<file path="src/rtl/opram_sequencer_if.sv">
// Bundle of loader, fetch/core and RAM-macro signals around the op RAM sequencer.
// master is the sequencer's view; slave is the view of the surrounding loader, core and RAM.
interface opram_sequencer_if #(
    parameter int unsigned DATA_W = 8,
    parameter int unsigned ADDR_W = 3
);
    logic              ld_valid;
    logic [ADDR_W-1:0] ld_addr;
    logic [DATA_W-1:0] ld_data;
    logic              ld_ready;
    logic              run;
    logic              jump;
    logic [ADDR_W-1:0] jump_addr;
    logic              op_valid;
    logic [DATA_W-1:0] op;
    logic [ADDR_W-1:0] op_pc;
    logic              op_ready;
    logic              busy;
    logic              ram_ce;
    logic              ram_wre;
    logic              ram_oce;
    logic [ADDR_W-1:0] ram_ad;
    logic [DATA_W-1:0] ram_din;
    logic [DATA_W-1:0] ram_dout;

    modport master (
        input  ld_valid, ld_addr, ld_data, run, jump, jump_addr, op_ready, ram_dout,
        output ld_ready, op_valid, op, op_pc, busy, ram_ce, ram_wre, ram_oce, ram_ad, ram_din
    );

    modport slave (
        output ld_valid, ld_addr, ld_data, run, jump, jump_addr, op_ready, ram_dout,
        input  ld_ready, op_valid, op, op_pc, busy, ram_ce, ram_wre, ram_oce, ram_ad, ram_din
    );
endinterface

</file>
<file path="src/rtl/opram_sequencer.sv">
// Shares a single-port op RAM between a program loader and instruction fetch,
// keeping the fetch pc, one outstanding access, jump flush and a valid/ready op output.
module opram_sequencer #(
    parameter int unsigned DATA_W   = 8,
    parameter int unsigned ADDR_W   = 3,
    parameter int unsigned READ_LAT = 2
) (
    input  logic              clk,
    input  logic              rst,
    opram_sequencer_if.master bus
);
    localparam int unsigned CNT_W = 2;

    typedef enum logic [2:0] {
        IDLE  = 3'd0,
        WRITE = 3'd1,
        READ  = 3'd2,
        WAIT  = 3'd3,
        HOLD  = 3'd4
    } state_t;

    state_t            state;
    state_t            state_n;
    logic [ADDR_W-1:0] pc;
    logic [ADDR_W-1:0] pc_n;
    logic [CNT_W-1:0]  wait_cnt;
    logic [CNT_W-1:0]  wait_cnt_n;
    logic              ram_ce_q, ram_wre_q, ram_oce_q, op_valid_q;
    logic              ram_ce_n, ram_wre_n, ram_oce_n, op_valid_n;
    logic [ADDR_W-1:0] ram_ad_q, ram_ad_n, op_pc_q, op_pc_n;
    logic [DATA_W-1:0] ram_din_q, ram_din_n, op_q, op_n;
    logic              consume;
    logic              last_wait;
    logic              flush;

    assign consume   = (state == HOLD) && bus.op_ready;
    assign last_wait = (state == WAIT) && (wait_cnt == CNT_W'(READ_LAT - 1));
    assign flush     = bus.jump && ((state == READ) || (state == WAIT) || (state == HOLD));

    // A jump in the consume cycle redirects to IDLE, so the loader is not taken then.
    assign bus.ld_ready = (state == IDLE) || (consume && !bus.jump);
    assign bus.busy     = (state != IDLE);

    assign bus.op_valid = op_valid_q;
    assign bus.op       = op_q;
    assign bus.op_pc    = op_pc_q;
    assign bus.ram_ce   = ram_ce_q;
    assign bus.ram_wre  = ram_wre_q;
    assign bus.ram_oce  = ram_oce_q;
    assign bus.ram_ad   = ram_ad_q;
    assign bus.ram_din  = ram_din_q;

    // Jump target wins over the post-consume increment.
    always_comb begin
        pc_n = pc;
        if (consume) pc_n = pc + ADDR_W'(1);
        if (bus.jump) pc_n = bus.jump_addr;
    end

    always_ff @(posedge clk or negedge rst) begin
        if (!rst) state <= IDLE;
        else      state <= state_n;
    end

    always_comb begin
        state_n = state;
        case (state)
            IDLE: begin
                if (bus.ld_valid) state_n = WRITE;
                else if (bus.run) state_n = READ;
            end
            WRITE: state_n = IDLE;
            READ:  state_n = WAIT;
            WAIT:  if (last_wait) state_n = HOLD;
            HOLD: begin
                if (consume) begin
                    if (bus.ld_valid) state_n = WRITE;
                    else if (bus.run) state_n = READ;
                    else              state_n = IDLE;
                end
            end
            default: state_n = IDLE;
        endcase
        if (flush) state_n = IDLE;
    end

    // Outputs are decoded from the next state so they are registered alongside it.
    always_comb begin
        ram_ce_n   = 1'b0;
        ram_wre_n  = 1'b0;
        ram_oce_n  = 1'b0;
        op_valid_n = 1'b0;
        ram_ad_n   = ram_ad_q;
        ram_din_n  = ram_din_q;
        op_n       = op_q;
        op_pc_n    = op_pc_q;
        wait_cnt_n = '0;
        case (state_n)
            WRITE: begin
                ram_ce_n  = 1'b1;
                ram_wre_n = 1'b1;
                ram_ad_n  = bus.ld_addr;
                ram_din_n = bus.ld_data;
            end
            READ: begin
                ram_ce_n = 1'b1;
                ram_ad_n = pc_n;
            end
            WAIT: begin
                ram_ce_n   = 1'b1;
                ram_oce_n  = 1'b1;
                wait_cnt_n = (state == WAIT) ? wait_cnt + CNT_W'(1) : '0;
            end
            HOLD:    op_valid_n = 1'b1;
            default: ;
        endcase
        // ram_ad still holds the fetch address during WAIT.
        if ((state == WAIT) && (state_n == HOLD)) begin
            op_n    = bus.ram_dout;
            op_pc_n = ram_ad_q;
        end
    end

    always_ff @(posedge clk or negedge rst) begin
        if (!rst) begin
            pc         <= '0;
            wait_cnt   <= '0;
            ram_ce_q   <= 1'b0;
            ram_wre_q  <= 1'b0;
            ram_oce_q  <= 1'b0;
            ram_ad_q   <= '0;
            ram_din_q  <= '0;
            op_valid_q <= 1'b0;
            op_q       <= '0;
            op_pc_q    <= '0;
        end else begin
            pc         <= pc_n;
            wait_cnt   <= wait_cnt_n;
            ram_ce_q   <= ram_ce_n;
            ram_wre_q  <= ram_wre_n;
            ram_oce_q  <= ram_oce_n;
            ram_ad_q   <= ram_ad_n;
            ram_din_q  <= ram_din_n;
            op_valid_q <= op_valid_n;
            op_q       <= op_n;
            op_pc_q    <= op_pc_n;
        end
    end
endmodule

</file>
<file path="src/flat_wrapper.sv">
// flat-port wrapper written by rule: the top's interface ports become plain ports
module opram_sequencer_flat 
#(
    parameter int unsigned DATA_W   = 8,
    parameter int unsigned ADDR_W   = 3,
    parameter int unsigned READ_LAT = 2
)
  (clk, rst, bus_ld_valid, bus_ld_addr, bus_ld_data, bus_run, bus_jump, bus_jump_addr, bus_op_ready, bus_ram_dout, bus_ld_ready, bus_op_valid, bus_op, bus_op_pc, bus_busy, bus_ram_ce, bus_ram_wre, bus_ram_oce, bus_ram_ad, bus_ram_din);
  opram_sequencer_if #(.DATA_W(DATA_W), .ADDR_W(ADDR_W)) bus_i ();
  input  logic clk;
  input  logic rst;
  input wire logic [$bits(bus_i.ld_valid)-1:0] bus_ld_valid;
  input wire logic [$bits(bus_i.ld_addr)-1:0] bus_ld_addr;
  input wire logic [$bits(bus_i.ld_data)-1:0] bus_ld_data;
  input wire logic [$bits(bus_i.run)-1:0] bus_run;
  input wire logic [$bits(bus_i.jump)-1:0] bus_jump;
  input wire logic [$bits(bus_i.jump_addr)-1:0] bus_jump_addr;
  input wire logic [$bits(bus_i.op_ready)-1:0] bus_op_ready;
  input wire logic [$bits(bus_i.ram_dout)-1:0] bus_ram_dout;
  output wire logic [$bits(bus_i.ld_ready)-1:0] bus_ld_ready;
  output wire logic [$bits(bus_i.op_valid)-1:0] bus_op_valid;
  output wire logic [$bits(bus_i.op)-1:0] bus_op;
  output wire logic [$bits(bus_i.op_pc)-1:0] bus_op_pc;
  output wire logic [$bits(bus_i.busy)-1:0] bus_busy;
  output wire logic [$bits(bus_i.ram_ce)-1:0] bus_ram_ce;
  output wire logic [$bits(bus_i.ram_wre)-1:0] bus_ram_wre;
  output wire logic [$bits(bus_i.ram_oce)-1:0] bus_ram_oce;
  output wire logic [$bits(bus_i.ram_ad)-1:0] bus_ram_ad;
  output wire logic [$bits(bus_i.ram_din)-1:0] bus_ram_din;
  assign bus_i.ld_valid = bus_ld_valid;
  assign bus_i.ld_addr = bus_ld_addr;
  assign bus_i.ld_data = bus_ld_data;
  assign bus_i.run = bus_run;
  assign bus_i.jump = bus_jump;
  assign bus_i.jump_addr = bus_jump_addr;
  assign bus_i.op_ready = bus_op_ready;
  assign bus_i.ram_dout = bus_ram_dout;
  assign bus_ld_ready = bus_i.ld_ready;
  assign bus_op_valid = bus_i.op_valid;
  assign bus_op = bus_i.op;
  assign bus_op_pc = bus_i.op_pc;
  assign bus_busy = bus_i.busy;
  assign bus_ram_ce = bus_i.ram_ce;
  assign bus_ram_wre = bus_i.ram_wre;
  assign bus_ram_oce = bus_i.ram_oce;
  assign bus_ram_ad = bus_i.ram_ad;
  assign bus_ram_din = bus_i.ram_din;
  opram_sequencer #(.DATA_W(DATA_W), .ADDR_W(ADDR_W), .READ_LAT(READ_LAT)) u_core (.clk(clk), .rst(rst), .bus(bus_i));
endmodule
</file>
<file path="config.mk">
export PLATFORM = sky130hd
export DESIGN_NAME = opram_sequencer_flat
export DESIGN_NICKNAME = d
export VERILOG_FILES = /design/src/rtl/opram_sequencer_if.sv /design/src/rtl/opram_sequencer.sv /design/src/flat_wrapper.sv
export SDC_FILE = /design/constraint.sdc
export NUM_CORES = 1
export LEC_CHECK = 0
export ABC_AREA = 0
export BUFFER_PORTS_ARGS = -buffer_cell sky130_fd_sc_hd__buf_2
export CAP_MARGIN = 0
export CORE_MARGIN = 3
export CORE_UTILIZATION = 30
export CTS_CLUSTER_DIAMETER = 120
export DETAILED_ROUTE_END_ITERATION = 12
export GPL_TIMING_DRIVEN = 0
export HOLD_SLACK_MARGIN = 0.03
export PLACE_DENSITY = 0.59
export SLEW_MARGIN = 15
export SYNTH_ARGS = -nofsm -noshare
export SYNTH_HDL_FRONTEND = slang
export SYNTH_SLANG_ARGS = --single-unit
</file>
<file path="constraint.sdc">
create_clock -name clk -period 2.13 [get_ports clk]
set_clock_uncertainty 0.1 [all_clocks]
set_input_delay 0.426 -clock clk [delete_from_list [all_inputs] [get_ports clk]]
set_output_delay 0.426 -clock clk [all_outputs]
set_load 0.05 [all_outputs]
</file>
### Word level (Yosys, flattened, before mapping)

Index checks and enable logic that the tools add are counted.
Widths: inputs -> output; s select.

| cells by class | value |
|---|---|
| add/subtract/negate cells | 2 |
| multiply operators | 0 |
| divide/modulo/power cells | 0 |
| $lt $le $gt $ge | 0 |
| equal/unequal tests | 8 |
| shift operators | 0 |
| muxes and demuxes | 17 |
| bitwise operators | 0 |
| reductions and logical operators | 13 |

Operator list:

| kind | count |
|---|---|
| $mux 3 | 8 |
| $eq 3x2->1 const B | 4 |
| $pmux 3 s4 | 1 |
| $eq 3x3->1 const B | 2 |
| $mux 2 | 3 |
| $pmux 3 s2 | 1 |
| $logic_and 1x1->1 | 5 |
| $mux 1 | 4 |
| $add 3x1->3 const B | 1 |
| $eq 3x1->1 const B | 1 |
| $logic_not 3->1 | 1 |
| $logic_or 1x1->1 | 3 |
| $reduce_bool 3->1 | 1 |
| $reduce_or 3->1 | 1 |
| $add 2x1->2 const B | 1 |
| $eq 2x1->1 const B | 1 |
| $reduce_bool 2->1 | 1 |
| $logic_not 1->1 | 1 |

| word-level totals | value |
|---|---|
| register bits | 34 |
| bits in latches | 0 |
| bits in writable memories | 0 |
| memory bits (read-only) | 0 |
| input port bits | 28 |
| output and inout bits | 28 |
| logic and storage cells | 51 |
| memories kept | 0 |

### Logic depth before layout (Yosys ltp)

| logic depth | value |
|---|---|
| depth in word-level cells | 8 |
| mapped depth | 8 |
| gate-level depth less buffers | 7 |

### Worst setup path before layout

No wires, ideal clock.

| path | value |
|---|---|
| path kind | reg-to-output |
| start point | reg u_core.state[0] |
| end point | out bus_ld_ready |
| arrival | 1760 ps |
| required time | 1604 ps |
| path slack | -156 ps |
| cell stages (with the launch flop) | 5 |
| path buffers | 1 |
| path through | dfrtp_1 > buf_6 > nor2_1 > nand3_1 > o21ai_0 |

| on the way | value |
|---|---|
| cells in the longest elaborated chain, start to end | 4 |
| elaborated cells between the ends (all ways) | 5 |
| classes of those cells | 1 x eq/ne; 4 x reduce/logical |

Ends and longest elaborated chain:

| what | RTL line | text |
|---|---|---|
| start, declared | opram_sequencer.sv:22 | `state_t state;` |
| start signal, assigned | opram_sequencer.sv:62 | `else state <= state_n;` |
| $eq 3x3->1 | opram_sequencer.sv:36 | `assign consume = (state == HOLD) && bus.op_ready;` |
| $logic_and 1x1->1 | opram_sequencer.sv:36 |  |
| $logic_and 1x1->1 | opram_sequencer.sv:41 | `assign bus.ld_ready = (state == IDLE) \|\| (consume && !bus.jump);` |
| $logic_or 1x1->1 * | opram_sequencer.sv:41 |  |
| end, declared | flat_wrapper.sv:20 | `output wire logic [$bits(bus_i.ld_ready)-1:0] bus_ld_ready;` |

Mark *: on every way between the ends. The rest lies on a longest branch, timed or not.

### Final worst setup path

| path | value |
|---|---|
| start point | reg u_core.state[2] |
| end point | reg u_core.ram_din_q[4], in the netlist u_core.bus.ram_din[4] |

| on the way | value |
|---|---|
| cells in the longest elaborated chain, start to end | 6 |
| elaborated cells between the ends (all ways) | 16 |
| classes of those cells | 4 x eq/ne; 6 x mux; 6 x reduce/logical |

Ends and longest elaborated chain:

| what | RTL line | text |
|---|---|---|
| $eq 3x3->1 (tied with other cells) | opram_sequencer.sv:36, opram_sequencer.sv:38, opram_sequencer.sv:67 |  |
| $logic_and 1x1->1 (tied with other cells) | opram_sequencer.sv:36 |  |
| $mux 3 (tied with other cells) | opram_sequencer.sv:76 | `if (consume) begin` |
| $pmux 3 s4 / $logic_and 1x1->1 (equally long branches) | opram_sequencer.sv:67, opram_sequencer.sv:38 |  |
| $mux 3 * | opram_sequencer.sv:84 | `if (flush) state_n = IDLE;` |
| $eq 3x1->1 * | opram_sequencer.sv:98 | `case (state_n)` |
| end signal, assigned | opram_sequencer.sv:143 | `ram_din_q <= ram_din_n;` |
| end, declared | opram_sequencer.sv:31 | `logic [DATA_W-1:0] ram_din_q, ram_din_n, op_q, op_n;` |

Marks and branches as above.
A chain may end at the register's enable or synchronous reset.

==> results.cfg <==
[logic_synthesis]
post-synth-top-count-cell = dfrtp_1
synth_nets = 143
synth_cell_types = 37
synth_area_leaders = dfrtp_1 55%, mux2_2 9.5%, mux2_4 5.9%
synth_top_area_share_pct = 55.46
synth-edff-count = 0
ys_seq_area_share_pct = 55.46
syn_inst = 113
ys.flop_type = dfrtp_1
yosysTopAreaCell = dfrtp_1
synthTopCellsByCount = 34 x dfrtp_1, 13 x mux2_2, 7 x o21ai_0, 6 x mux2_4
synth_area_um2 = 1534
ys_ff_latch = 34
async_flop_share_pct = 100.0
syn_avg_cell_area_um2 = 13.57
ys_warn_count = 0

[worst_setup_path]
path_buf_inv = 2
crit_type = register to register
cp_max_fo = 10
path_cells = buf_6 > or3b_4 > o211a_4 > nor3_4 > buf_6 > mux2_4
slowest_delay_ps = 400
cpLargestDelayFamily = simple AND/OR/NAND/NOR gates
crit_slowest_cell = dfrtp_1
startpoint_type = register
arrival_ps = 2130
worst_setup_path_end_kind = register
crit_required_ps = 2190
critPathMostFrequentCell = buf_6

[die]
die_width_um = 77.51
pin_count = 56
initial_utilization_pct = 31.84
die_h_um = 77.51
core-area_um2 = 4817
die-area_um2 = 6007
placementRows = 25

[cts]
cts.reportedPaths.clkPinSlew_ps = 70
clockBufferDepth = 2
cts_buffers = 5
clk_latency_ps = 280
cts_tree = yes
postCtsHoldBufs = 0
clock_sinks = 34
root_buffer = clkbuf_8
htreeDepth = 2

[cells_and_area]
diodes = 0
area_delta_synth_final_pct = 34.99
fin_nets = 208
layout.cells.non_filler = 246
drive_gt1_share_pct = 56.98
design_area_um2 = 2071

[power_and_ir_drop]
p_per_area_nw_per_um2 = 1466
switching_power_w = 0.001327
swShare_pct = 43.71
p_leak_nw = 1.037
p_int_w = 0.001709
p_seq_share_pct = 29.7
clkPwrFrac_pct = 18.0
ir_worst_vdd_v = 0.001000
power_frac_comb_pct = 52.2

[timing]
tns_ps = 0
tightest_slew_ps = 751.8
setup_violations = 0
fin_crit_ps = 2071
maxSlewHeadroom_pct = 49.88
fin_crit_sh_pct = 97.21
clock.fmax_mhz = 483.0
rsz0062_at_grt = no
finalHoldViolations = 0
finalMaxSlewViolations = 0
holdWs_ps = 115.0
setup_slack_ps = 59.42

[drt]
dr.pass1.iters = 4
viasPerCell = 4.577
ant_nets = 0
num_vias = 1126
drt-initial-drc-count = 38
drt-total-wl_um = 3095
drt-wirelength-per-cell_um = 12.58
remaining_drc_errors = 0

[placement]
gp_congestion = 0.7357
hpwl_um = 2253
place_area_um2 = 1897
dpl.cell_count = 235
port_buffers = 55
place_ws_ps = 1.134

[global_route]
antenna_found_initial = 0
grt_max_degree = 35
grt_pass1_wl_um = 5023
grt_usage_pct = 10.61
grt_pass1_vias = 1051
overflow = 0

[outcome]
status = completed

[hold_path]
hp-class = input pin to asynchronous set/reset pin

[job]
maxCapViolations = 0
## state kept, by name (all words and copies together), names as in the netlist
name and flops:
u_core.bus.ram_ad 3, u_core.state 3, u_core.bus.ram_oce 1, u_core.bus.ram_wre 1, u_core.bus.op_pc 3, u_core.bus.ram_ce 1, u_core.pc 3, u_core.bus.op 8
u_core.bus.op_valid 1, u_core.wait_cnt 2, u_core.bus.ram_din 8
## cell usage in the layout, fill, tap and decap left out, drive strengths merged, types with 2 or more instances in the layout
master / instances
buf: 62
dfrtp: 34
mux2: 19
clkbuf: 9
o21ai: 7
nor2: 5
nand2: 5
a21oi: 5
inv: 4
nor3: 3
a2bb2oi: 3
and2b: 2
nor4: 2
ha: 2
## per-layer routing
| metal | track usage, % | wire (µm) | vias to the layer above |
|---|---|---|---|
| met1 | 13.39 | 1346 | 547 |
| met2 | 17.18 | 1512 | 35 |
| li1 | - | - | 541 |
| met5 | 0 | 0 | - |
| met4 | 2.669 | 17 | 0 |
| met3 | 3.944 | 218 | 3 |
## cell families after synthesis
kind of cell / share of synthesized area, %
AOI/OAI and AO/OA: 11.50
adders and majority gates: 1.631
buffers and inverters: 3.344
DFF: 55.47
and+or+nand+nor: 10.85
muxes: 16.07
xor gates and xnor gates: 1.142
## final timing paths
check	depth (start not counted)	slack, ps	start	to
setup / recovery	6	60	u_core.state[2]	u_core.bus.ram_din[4]
hold / removal	1	110	rst	u_core.pc[0]
setup reg to reg	6	60	u_core.state[2]	u_core.bus.ram_din[4]
hold reg to reg	1	400	u_core.bus.op[5]	u_core.bus.op[5]
max in group asynchronous	1	1330	rst	u_core.bus.op[5]
min in group clk	2	280	bus_ld_data[1]	u_core.bus.ram_din[1]
## area by class of cell
type / instances / area, µm²
sequential: 34 / 850.8
tap: 67 / 83.83
multi-input combinational: 70 / 664.4
inverter: 4 / 15.01
buffer: 5 / 45.04
fill: 509 / 2746
clock buffer: 8 / 110.1
timing repair buffer: 58 / 301.5
## through the flow
stage / power (W) / utilization (%)
floorplan: 0.002116 / -
global placement: 0.002422 / 39.38
detailed placement: 0.002431 / 39.38
CTS: 0.003017 / 41.82
global route: 0.003202 / 42.99
finish: 0.003035 / 42.99
## power groups by stage
| stage | Sequential [W] | Combinational (W) | Clock (W) |
|---|---|---|---|
| after global placement | 0.000910 | 0.00151 | 0 |
| final | 0.000902 | 0.00159 | 0.000548 |
| after global routing | 0.000930 | 0.00168 | 0.000595 |
| after detailed placement | 0.000912 | 0.00152 | 0 |
| after floorplan | 0.00136 | 0.000754 | 0 |
| after CTS | 0.000904 | 0.00154 | 0.000571 |
## worst reg2reg max path, stage by stage (launching register included)
cell     delay [ps]
dfrtp_1         400
buf_6           150
or3b_4          380
o211a_4         160
nor3_4          290
buf_6           190
mux2_4          300
## timing repair
action,4_1_cts,5_1_grt
cloned,1,0
endpoints found under the setup margin,6,17
resized for setup,1,11
pin swaps,1,1
buffers inserted,0,2
No activity file was read; power rests on OpenSTA's default activity.
